File: src/rtl/xkold_pkg.sv
// -----------------------------------------------------------------------------
// xkold_pkg
// Shared definitions for the x_k-1 stream reader: FSM state encoding and the
// default vector geometry of one solver cluster.
// -----------------------------------------------------------------------------
package xkold_pkg;

    // Default geometry: 9 equations per cluster, 32-bit elements, 4-bit index.
    localparam int XK_N  = 9;
    localparam int XK_W  = 32;
    localparam int XK_IW = 4;

    typedef enum logic [0:0] {
        IDLE   = 1'b0,
        STREAM = 1'b1
    } state_t;

endpackage

File: src/rtl/delta_abs_sat.sv
// -----------------------------------------------------------------------------
// delta_abs_sat
// Wrapping difference a-b and its absolute value. The one value whose magnitude
// does not fit in W-1 bits (the most-negative difference) saturates to the
// largest positive value.
//
// Ports:
//   i_a    in  W  minuend   (current iterate element)
//   i_b    in  W  subtrahend (previous iterate element)
//   o_diff out W  a-b, two's complement, wraps modulo 2^W
//   o_abs  out W  |a-b|, saturated to 2^(W-1)-1
// -----------------------------------------------------------------------------
module delta_abs_sat #(
    parameter int W = 32
) (
    input  logic [W-1:0] i_a,
    input  logic [W-1:0] i_b,
    output logic [W-1:0] o_diff,
    output logic [W-1:0] o_abs
);

    localparam logic [W-1:0] MOST_NEG = {1'b1, {(W-1){1'b0}}};
    localparam logic [W-1:0] MOST_POS = {1'b0, {(W-1){1'b1}}};

    logic [W-1:0] w_diff;

    assign w_diff = i_a - i_b;
    assign o_diff = w_diff;

    always_comb begin
        o_abs = w_diff;
        if (w_diff == MOST_NEG) begin
            o_abs = MOST_POS;
        end else if (w_diff[W-1]) begin
            o_abs = (~w_diff) + {{(W-1){1'b0}}, 1'b1};
        end
    end

endmodule

File: src/rtl/xkold_stream_reader.sv
// -----------------------------------------------------------------------------
// xkold_stream_reader
// Read side of the previous-iterate (x_k-1) vector register. A start pulse in
// IDLE snapshots the whole vector into a shadow register; the shadow is then
// streamed one element per valid/ready handshake in equation order. A one-cycle
// done pulse follows the last handshake.
//
// Optional feature (macro XKOLD_DELTA_EN): the current iterate xk_in is
// snapshotted alongside, each beat also carries xk - xk_old, and the largest
// |delta| over handshaken elements is tracked in max_abs_delta.
//
// Ports:
//   clk           in  1    rising-edge clock
//   rst           in  1    synchronous active-high reset
//   start         in  1    snapshot + stream request (ignored while streaming)
//   vector_in     in  W*N  x_k-1 vector, element i at [W*i +: W]
//   xk_in         in  W*N  current iterate        (XKOLD_DELTA_EN only)
//   out_delta     out W    xk[i] - xk_old[i]      (XKOLD_DELTA_EN only)
//   max_abs_delta out W    running max |delta|    (XKOLD_DELTA_EN only)
//   busy          out 1    streaming in progress
//   out_data      out W    current element
//   out_index     out IW   index of out_data
//   out_valid     out 1    element valid
//   out_ready     in  1    consumer accepts element
//   out_last      out 1    element N-1 on the bus
//   done          out 1    one-cycle pulse after the last handshake
// -----------------------------------------------------------------------------
module xkold_stream_reader
    import xkold_pkg::*;
#(
    parameter int N  = XK_N,
    parameter int W  = XK_W,
    parameter int IW = XK_IW
) (
    input  logic            clk,
    input  logic            rst,
    input  logic            start,
    input  logic [W*N-1:0]  vector_in,
`ifdef XKOLD_DELTA_EN
    input  logic [W*N-1:0]  xk_in,
    output logic [W-1:0]    out_delta,
    output logic [W-1:0]    max_abs_delta,
`endif
    output logic            busy,
    output logic [W-1:0]    out_data,
    output logic [IW-1:0]   out_index,
    output logic            out_valid,
    input  logic            out_ready,
    output logic            out_last,
    output logic            done
);

    localparam logic [IW-1:0] LAST_IDX = IW'(N - 1);

    state_t         r_state;
    state_t         w_state_next;
    logic [IW-1:0]  r_index;
    logic           r_done;
    logic [W-1:0]   r_shadow [N];
    logic [W-1:0]   w_vec    [N];

    logic           w_accept;
    logic           w_handshake;
    logic           w_at_last;

    // Unpack the flat bus into per-element lanes.
    for (genvar gi = 0; gi < N; gi++) begin : g_unpack
        assign w_vec[gi] = vector_in[W*gi +: W];
    end

    assign w_accept    = (r_state == IDLE) && start;
    assign w_at_last   = (r_index == LAST_IDX);
    // out_valid is a pure function of state, so out_ready never reaches
    // out_valid/out_data combinationally; it only steers the next state.
    assign w_handshake = out_valid && out_ready;

    // ---------------- FSM: state register ----------------
    always_ff @(posedge clk) begin
        if (rst) begin
            r_state <= IDLE;
        end else begin
            r_state <= w_state_next;
        end
    end

    // ---------------- FSM: next-state logic ----------------
    always_comb begin
        w_state_next = r_state;
        case (r_state)
            IDLE:    if (start) w_state_next = STREAM;
            STREAM:  if (w_handshake && w_at_last) w_state_next = IDLE;
            default: w_state_next = IDLE;
        endcase
    end

    // ---------------- FSM: outputs ----------------
    always_comb begin
        out_valid = (r_state == STREAM);
        busy      = (r_state == STREAM);
        out_last  = (r_state == STREAM) && w_at_last;
    end

    // ---------------- index, done pulse, snapshot ----------------
    always_ff @(posedge clk) begin
        if (rst) begin
            r_index <= '0;
            r_done  <= 1'b0;
            for (int i = 0; i < N; i++) begin
                r_shadow[i] <= '0;
            end
        end else begin
            r_done <= w_handshake && w_at_last;
            if (w_accept) begin
                r_index <= '0;
                for (int i = 0; i < N; i++) begin
                    r_shadow[i] <= w_vec[i];
                end
            end else if (w_handshake) begin
                // Wrap back to 0 after the last element so the idle bus
                // presents element 0 rather than an out-of-range index.
                r_index <= w_at_last ? '0 : r_index + 1'b1;
            end
        end
    end

    assign out_data  = r_shadow[r_index];
    assign out_index = r_index;
    assign done      = r_done;

`ifdef XKOLD_DELTA_EN
    logic [W-1:0] r_xk_shadow [N];
    logic [W-1:0] w_xk_vec    [N];
    logic [W-1:0] w_abs;
    logic [W-1:0] r_max_abs;

    for (genvar gi = 0; gi < N; gi++) begin : g_unpack_xk
        assign w_xk_vec[gi] = xk_in[W*gi +: W];
    end

    always_ff @(posedge clk) begin
        if (rst) begin
            for (int i = 0; i < N; i++) begin
                r_xk_shadow[i] <= '0;
            end
        end else if (w_accept) begin
            for (int i = 0; i < N; i++) begin
                r_xk_shadow[i] <= w_xk_vec[i];
            end
        end
    end

    delta_abs_sat #(
        .W (W)
    ) u_delta_abs_sat (
        .i_a    (r_xk_shadow[r_index]),
        .i_b    (r_shadow[r_index]),
        .o_diff (out_delta),
        .o_abs  (w_abs)
    );

    // Only handshaken beats contribute, so a stalled element is counted once
    // and the value freezes after the last beat until the next start.
    always_ff @(posedge clk) begin
        if (rst || w_accept) begin
            r_max_abs <= '0;
        end else if (w_handshake && (w_abs > r_max_abs)) begin
            r_max_abs <= w_abs;
        end
    end

    assign max_abs_delta = r_max_abs;
`endif

endmodule

File: config.mk
export PLATFORM = sky130hd
export DESIGN_NAME = xkold_stream_reader
export DESIGN_NICKNAME = d
export VERILOG_FILES = /design/src/rtl/xkold_pkg.sv /design/src/rtl/delta_abs_sat.sv /design/src/rtl/xkold_stream_reader.sv
export SDC_FILE = /design/constraint.sdc
export NUM_CORES = 1
export LEC_CHECK = 0
export ABC_CLOCK_PERIOD_IN_PS = 11200
export BUFFER_PORTS_ARGS = -buffer_cell sky130_fd_sc_hd__buf_2
export CORE_UTILIZATION = 40
export DETAILED_ROUTE_END_ITERATION = 7
export PLACE_DENSITY_LB_ADDON = 0.2
export SYNTH_ARGS = -nofsm -noshare
export SYNTH_HDL_FRONTEND = slang
export SYNTH_SLANG_ARGS = --single-unit
File: constraint.sdc
create_clock -name clk -period 11.2 [get_ports clk]
set_input_delay 0.56 -clock clk [delete_from_list [all_inputs] [get_ports clk]]
set_output_delay 0.56 -clock clk [all_outputs]
set_load 0.02 [all_outputs]
# Word-level counts from Yosys, hierarchy flattened
# Memories as Yosys holds them, arrays and structs flattened. A register that Yosys moved wholly into a read port is not among the register bits.
# Cells that the tools add are included.
# W data, S select, Z words.
# word_totals
word_cells	41
latch_bits	0
reg_bits	6
romBits	0
inputBits	292
ramBits	288
n_memories	1
output_inout_bits	40
# memory_table
memory	depth	word_bits	read_ports	rd_ports_with_merged_regs	write_ports	line	text
r_shadow	9	32	1	1	9	xkold_stream_reader.sv:59	logic [W-1:0] r_shadow [N];
# classes
shift	0
n_div	0
n_addsub	1
eq_ne	1
multipliers	0
n_bitwise	10
n_reduce_logical	5
n_lt_le_gt_ge	0
mux	20
# ops
cell	count
$mux W32	9
$mux W4	3
$or A1 B1 Y1	9
$mux W1	7
$add A4 B1 Y4 const B	1
$eq A4 B4 Y1 const B	1
$logic_and A1 B1 Y1	4
$pmux W1 S2	1
$reduce_or A2 Y1	1
$not A1 Y1	1

# Logic depth before layout (Yosys ltp)
# logic_depth
word_depth	6
depth_mapped	5
ltp_nobuf	5

# Worst setup path before layout
# Ideal clock, no wire load.
# synth_path
kind	in2reg
start	in rst
end	mem r_shadow[0][0] (enable)
arrival_ps	7515
cell_stages	1
required_time_ps	10494
n_path_buf	0
setup_ps	706
path_slack_ps	2978
path_cell_list	nand2b_1
# synth_rtl
item	line	text
start, declared	xkold_stream_reader.sv:36	input logic rst,
end, declared	xkold_stream_reader.sv:59	

==> out/metrics.cfg <==
[outcome]
status=completed

[pwr]
ir_worst_vdd_uv=80.5
pwr_density_cell_nw_per_um2=163
p_leak_uw=0.00689

[global_routing]
grt_max_degree=289
grt_usage_pct=18.9
antenna_found_initial=7
grt_pass1_vias=8277
grt_pass1_wl_mm=50.0
overflow=0

[cells_and_area]
drive_gt1_share_pct=38.5
nets=1546
fin_cells=1730
final_util_pct=50.0
final_common_cell=buf_2
most-common-layout-cells=331 x buf_2, 288 x and2_1, 288 x edfxtp_1, 64 x mux2i_1, 64 x mux2_2
syn_to_final_growth_pct=23.1

[cts]
numCtsBuffers=34
cts.sinks=298
cts_tree=yes
htreeDepth=2
cts-root-buf=clkbuf_16
cts-resized-gates=0
clock_latency_ps=490
cts.clk_slew.worst_paths_ps=60
post_cts_buffers=0
cts_buffer_depth=3
holdBufCountCts=0

[place]
place.gp.congestion=0.844
io_buffers=331
hpwl_mm=22.7
placedCellCount=1664

[sta]
fmax_mhz=241
worst_slew_pin_slew_ps=1140
tns_ps=0
slew_viol_final=0
finalSetupViolations=0
rsz0062_at_grt=false
clock_skew_ps=15.0
min_period_ps=4150
max_slew_margin_pct=24.3
final-hold-violation-count=0
fin_crit_sh_pct=37.1

[synth]
syn_nets=1235
syn-instance-count=941
avgSynthCellArea_um2=14.4
synth_mux_area_share_pct=10.0
syn-cell-area_um2=13600
yosys.area_share.simple_pct=15.0
yosysWarnings=0
ys.flop_type=edfxtp_1
synth_edf_count=288
synth.yosys.seq_area_share_pct=65.1
ys_types=32
synth_compound_area_share_pct=6.73
synthXorXnorAreaFrac_pct=0
synth_top_family_by_area=simple AND/OR/NAND/NOR gates
synthArstFlopShare_pct=0
synthAdderAreaFrac_pct=0.184
ys_ff_latch=298

[hold_path]
hold_class=in2reg

[route]
drt_wl_total_mm=33.3
drtIter0Drc=570
viasPerCell=4.80
drcViolationCount=0
routedWlPerCell_um=19.3
antenna_left=0
vias=8310
first_pass_iters=4

[critical_path]
required_ps=10640
crit_arrival_ps=3590
crit_path_end_kind=primary output
crit_path_start_kind=register
critical_path_peak_fanout=59
critical_path_class=reg2out

[floorplanning]
die_area_um2=34700
num_io_pins=332
die_x_um=186
initial_core_util_pct=40.6
chipHeight_um=186
core_um2=33400
rows=67

[flow_run]
maxCapViolCount=0

-- Yosys cell counts (2+ instances only) --
cell,n,area (um^2)
dfxtp_1,10,200
nand2_1,37,139
o31ai_2,32,400
clkbuf_1,46,173
nand3_1,3,15.0
a21oi_1,3,15.0
mux2i_1,64,641
nand2b_1,2,12.5
buf_2,4,20.0
and2_1,288,1800
a22o_1,32,280
buf_12,3,60.1
edfxtp_1,288,8650
buf_4,3,22.5
mux2_2,64,721
nor2_1,3,11.3
o22ai_1,33,206
ha_1,2,25.0
buf_6,8,90.1
inv_1,4,15.0
-- cell families (layout without fill, tap and decap cells) --
| logic type | Yosys count | count (layout) |
|---|---|---|
| muxes | 128 | 128 |
| other | 0 | 7 |
| buffers and inverters | 70 | 404 |
| and+or+nand+nor | 341 | 341 |
| AOI/OAI and AO/OA | 102 | 102 |
| adders and majority gates | 2 | 2 |
| DFF | 298 | 298 |
-- critical path, cell delays in order, from the launching register on --
cell	delay, ps
dfxtp_4	500
buf_4	750
buf_4	800
mux2i_1	160
a22o_1	310
o31ai_2	240
buf_2	210
-- per-stage QoR --
step                      total power [uW]  hold slack, ps  cell area [um^2]  setup slack, ps
after floorplan                       1510             572             13600             2980
after global placement                1590             512             15500             7610
after detailed placement              1590             515             15500             7540
after CTS                             2760             268             16700             7000
after global routing                  2820             305             16700             6840
final                                 2730             294             16700             7050
-- layer usage --
layer | track usage, % | wire, um | vias to the layer above | part of all wire, %
met5 | 0 | 0 | - | 0
met4 | 6.77 | 914 | 0 | 2.7
met3 | 3.72 | 1950 | 51 | 5.9
met2 | 26.2 | 13800 | 262 | 42
met1 | 29.2 | 16600 | 3945 | 50
li1 | - | - | 4052 | -
-- state kept, by name, indices dropped and copies added, names as in the netlist, named ones only --
register,count
r_shadow,288
out_index,4
busy,1
done,1
-- final cells by class --
class                   count  area (um^2)
inverters                   4         15.0
flip-flops and latches    298         8850
diodes                      7         17.5
well taps                 448          561
clock inverters            15          224
repair buffers            341         1760
clock buffers              44          952
multi-input cells         573         4360
fillers                  2981        16700
-- power breakdown --
group	leakage [uW]	internal, uW	switching (uW)
Sequential	0.00319	1310	25.8
Clock	0.000567	737	429
Combinational	0.00313	108	117
Total	0.00689	2160	572
-- worst paths after layout --
| path | slack (ps) | cells past startpoint | end | start |
|---|---|---|---|---|
| worst max-delay path | 7050 | 6 | out_data[24] | register |
| worst min-delay path | 290 | 2 | busy | rst |
| worst max register to register | 8830 | 3 | r_shadow[1][18] | busy |
| worst min register to register | 520 | 2 | register | out_index[2] |
(Power assumes the default switching activity.)
